--- src/rtl/aes_round_ctrl.sv ---
// Iterative AES round sequencer: steps ld -> (ark -> sub_bytes issue -> capture) x NR -> ark -> done.
// Emits datapath control strobes only; the 128-bit state never passes through here.
module aes_round_ctrl #(
  parameter int NR         = 10,
  parameter int SB_LATENCY = 1
) (
  input  logic       clk,
  input  logic       rst,
  input  logic       start_valid,
  output logic       start_ready,
  input  logic       abort,
  output logic       ld_in,
  output logic       key_req,
  input  logic       key_valid,
  output logic [3:0] round,
  output logic       ark_en,
  output logic       sb_issue,
  output logic       sb_capture,
  output logic       mix_en,
  output logic       busy,
  output logic       done_valid,
  input  logic       done_ready
);

  localparam int CW = (SB_LATENCY > 1) ? $clog2(SB_LATENCY) : 1;

  localparam logic [2:0] S_IDLE = 3'd0;
  localparam logic [2:0] S_KEY  = 3'd1;
  localparam logic [2:0] S_SUB  = 3'd2;
  localparam logic [2:0] S_WAIT = 3'd3;
  localparam logic [2:0] S_DONE = 3'd4;

  localparam logic [3:0]    NR_L   = 4'(NR);
  localparam logic [CW-1:0] LAT_M1 = CW'(SB_LATENCY - 1);

  logic [2:0]    state, state_nx;
  logic [3:0]    round_nx;
  logic [CW-1:0] cnt, cnt_nx;
  logic          ld_raw;

  always_comb begin
    state_nx   = state;
    round_nx   = round;
    cnt_nx     = cnt;
    ld_raw     = 1'b0;
    ark_en     = 1'b0;
    sb_issue   = 1'b0;
    sb_capture = 1'b0;
    mix_en     = 1'b0;
    // abort wins over every handshake and suppresses all strobes this cycle
    if (abort) begin
      state_nx = S_IDLE;
      round_nx = '0;
    end else begin
      case (state)
        S_IDLE: begin
          if (start_valid) begin
            ld_raw   = 1'b1;
            round_nx = '0;
            state_nx = S_KEY;
          end
        end
        S_KEY: begin
          if (key_valid) begin
            ark_en = 1'b1;
            if (round == NR_L) begin
              state_nx = S_DONE;
            end else begin
              round_nx = round + 4'd1;
              state_nx = S_SUB;
            end
          end
        end
        S_SUB: begin
          sb_issue = 1'b1;
          cnt_nx   = LAT_M1;
          state_nx = S_WAIT;
        end
        S_WAIT: begin
          if (cnt == '0) begin
            sb_capture = 1'b1;
            mix_en     = (round != NR_L);
            state_nx   = S_KEY;
          end else begin
            cnt_nx = cnt - CW'(1);
          end
        end
        S_DONE: begin
          if (done_ready) state_nx = S_IDLE;
        end
        default: state_nx = S_IDLE;
      endcase
    end
  end

  // rst gates the IDLE outputs so nothing is offered while reset is held
  assign ld_in       = ld_raw & rst;
  assign start_ready = (state == S_IDLE) & rst;
  assign key_req     = (state == S_KEY);
  assign busy        = (state != S_IDLE);
  assign done_valid  = (state == S_DONE);

  always_ff @(posedge clk or negedge rst) begin
    if (!rst) begin
      state <= S_IDLE;
      round <= '0;
      cnt   <= '0;
    end else begin
      state <= state_nx;
      round <= round_nx;
      cnt   <= cnt_nx;
    end
  end

endmodule

--- config.mk ---
export PLATFORM = sky130hd
export DESIGN_NAME = aes_round_ctrl
export DESIGN_NICKNAME = d
export VERILOG_FILES = /design/src/rtl/aes_round_ctrl.sv
export SDC_FILE = /design/constraint.sdc
export NUM_CORES = 1
export LEC_CHECK = 0
export ABC_AREA = 1
export CORE_AREA = 5 5 44 46
export DETAILED_ROUTE_END_ITERATION = 8
export DIE_AREA = 0 0 49 51
export PLACE_DENSITY = 0.72
export SYNTH_ARGS = -nofsm -noshare
export SYNTH_HDL_FRONTEND = slang
export SYNTH_SLANG_ARGS = --single-unit
--- constraint.sdc ---
create_clock -name clk -period 2.5 [get_ports clk]
set_input_delay 0.75 -clock clk [delete_from_list [all_inputs] [get_ports clk]]
set_output_delay 0.75 -clock clk [all_outputs]
set_load 0.03 [all_outputs]
==> summary.md <==
| Metric | Value |
|---|---|
| Outcome | `finished clean` |
| Crit path kind | `in -> out` |
| Synth Instances | `76` |
| Area leader, netlist | `dfrtp_1` |
| Routed len/inst | `10.9 um` |
| Asr flop ratio synth | `1.00` |
| IO Pins | `19` |
| Max H-tree Level | `1` |
| R2r setup slk | `1.05 ns` |
| Final setup fails | `0` |
| Maximum VDD drop | `350 uV` |
| Startpoint types | `primary input` |
| Via count | `565` |
| Placeable Area | `0.00147 mm^2` |
| Ys Warns | `0` |
| GPL Wtd Cong | `0.788` |
| EDFF count, synth | `0` |
| Nets | `113` |
| Seq. cell area | `175 um^2` |
| Top post-synthesis cells by area | `dfrtp_1 (35%), nand2_1 (14%), nor2_1 (11%)` |
| Worst hold path type | `in -> async` |
| Crit path time final | `2.44 ns` |
| Vias in the first global route | `578` |
| Distinct cell type count after synthesis | `16` |
| Grt ovf | `0` |
| Worst relative slew slack | `0.780` |
| Worst R2R Path Depth | `8` |
| Sw power | `0.199 mW` |
| Dpl hpwl | `1.08 mm` |
| Die height | `51 um` |
| WL final | `1.30 mm` |
| Total power draw | `0.473 mW` |
| Post CTS Setup Buffer Count | `0` |
| Maximum number of pins on one net before global-route repair | `8` |
| Count leader, synth | `nand2_1` |
| Register share of total power | `0.315` |
| Required @ worst endpoint | `1.75 ns` |
| Internal power | `0.274 mW` |
| Worst reg2reg path startpoint | `round[0]` |
| Max Cap Violations | `0` |
| Avg Inst Size Synth | `6.60 um^2` |
| Routed vias/inst | `4.71` |
| Fillers | `159` |
| Pre-Repair DR Iteration Count | `4` |
| Worst-path maximum fanout | `2` |
| Seq/Total Area, Yosys | `0.349` |
| I/O Buffers | `18` |
| Gr usage total | `0.116` |
| Leak | `0.414 nW` |
| CTS tree | `built` |
| Fin. Hold Viols | `0` |
| Die area | `0.00250 mm^2` |
| Die W | `49 um` |
| Area Growth Syn to Fin | `54.9%` |
| Synthesized Nets | `84` |
| Clock Skew | `0.00178 ns` |
| Row cnt | `14` |
| Crit share post-route | `0.978` |
| RR Endpoint | `round[0]` |
| Commonest cells post-synth | `nand2_1 (19), nor2_1 (15), inv_1 (10)` |
| DRC Markers | `0` |
| Worst path arrival time | `1.69 ns` |
| Clock Root Buffer | `clkbuf_4` |
| Initial DRC count | `6` |
| TritonCTS Buffers | `3` |
| Clk pwr share | `0.210` |
| Initial Utilization | `0.341` |
| Area of the multi-input gates | `303 um^2` |
| Worst-Margin Slew | `0.329 ns` |
| Max clock buf depth | `2` |
| RSZ-0062 raised after global routing | `false` |
| Reg clk slew, reported paths | `0.05 ns` |
| Logic pwr share | `0.475` |
| Critical Path End Type | `output pin` |
| Dpl ws | `-0.0567 ns` |
| Fmax achieved | `409 MHz` |
| N_diodes | `0` |
| Net Sw Frac | `0.421` |
| Power Density | `609 mW/mm^2` |
| First-pass GRT wire length | `2.37 mm` |
| Hold buffers post-CTS | `0` |
| Synth top area share | `0.349` |
| Sink Count | `7` |
| Synthesized cell area | `502 um^2` |
| Top_reg_cell synth | `dfrtp_1` |
| Layout cells sized above 1 | `0.240` |
| Final setup margin | `0.0557 ns` |
| Max-slew violations | `0` |
| Initial antenna violation count | `0` |
| Flops & latches, synth | `7` |
| Routed Antenna Nets | `0` |
| Clock insertion delay at the later pin of the skew report | `0.24 ns` |
flip-flops by register name, indices dropped and copies added, names as in the netlist:
signal  flops
round       4
state       3
layer usage:
| layer | up-vias | routed length [um] | GRT usage |
|---|---|---|---|
| met4 | 0 | 0 | 0.0404 |
| met3 | 0 | 92 | 0.0291 |
| met2 | 17 | 602 | 0.198 |
| met1 | 251 | 607 | 0.141 |
| li1 | 297 | - | - |
| met5 | - | 0 | 0 |
power by group through the flow:
stage	sequential [mW]	clock [mW]	combinational [mW]
2_1_floorplan	0.156	0	0.130
3_5_place_dp	0.150	0	0.226
5_1_grt	0.152	0.108	0.246
6_report	0.149	0.0994	0.225
3_3_place_gp	0.150	0	0.222
4_1_cts	0.149	0.102	0.228
worst max-delay path by stage:
stage | startpoint | to | slack [ns] | cells after the start
6_report | start_valid | ld_in | 0.06 | 4
5_1_grt | start_valid | ld_in | 0.02 | 4
4_1_cts | rst | ld_in | 0.03 | 4
3_5_place_dp | abort | mix_en | -0.06 | 5
3_3_place_gp | abort | ld_in | -0.05 | 4
2_1_floorplan | abort | sb_issue | 0.15 | 3
repair_timing:
item / CTS / global route
endpoints found under the setup margin: 4 / 1
gates resized for setup: 2 / 1
cloned: 0 / 0
worst max-delay path, cell delays in order:
cell             delay, ns
clkdlybuf4s50_1       0.45
inv_1                 0.06
nor4_2                0.23
buf_4                 0.20
through the flow:
| stage | setup TNS (ns) | hold slack (ns) | cell area (um^2) | instances | utilization |
|---|---|---|---|---|---|
| finish | 0 | 0.469 | 777 | 120 | 0.528 |
| global route | 0 | 0.495 | 777 | 120 | 0.528 |
| CTS | 0 | 0.611 | 774 | 120 | 0.526 |
| detailed placement | -0.176 | 0.596 | 744 | 116 | 0.506 |
| global placement | -0.113 | 0.566 | 744 | 116 | 0.506 |
| floorplan | 0 | 0.454 | 514 | 76 | - |
cell families (layout without fill, tap and decap cells):
group / after synthesis / in the layout / synth area share
simple gates: 52 / 52 / 0.464
compound gates: 3 / 3 / 0.0374
fa+ha+maj: 2 / 2 / 0.0499
flops: 7 / 7 / 0.349
buf+inv: 11 / 39 / 0.0823
xor+xnor: 1 / 1 / 0.0175
cell usage in the layout (no fill, tap or decap), types with 2 or more instances in the layout:
cell type         n
ha_1              2
nand3_1           6
dfrtp_1           7
nor3_1            2
nor4_2            2
nand2_1          19
inv_1            10
o21ai_0           2
buf_4            12
nor2_1           15
clkbuf_4          3
nand4_1           2
nand2_2           3
clkdlybuf4s50_1  10
area by class of cell:
type                    instances  area share
multi-input cells              58       0.390
repair buffers                 24       0.272
flip-flops and latches          7       0.225
inverters                      11      0.0531
clock buffers                   4      0.0338
well taps                      16      0.0258
(Power assumes the default switching activity.)
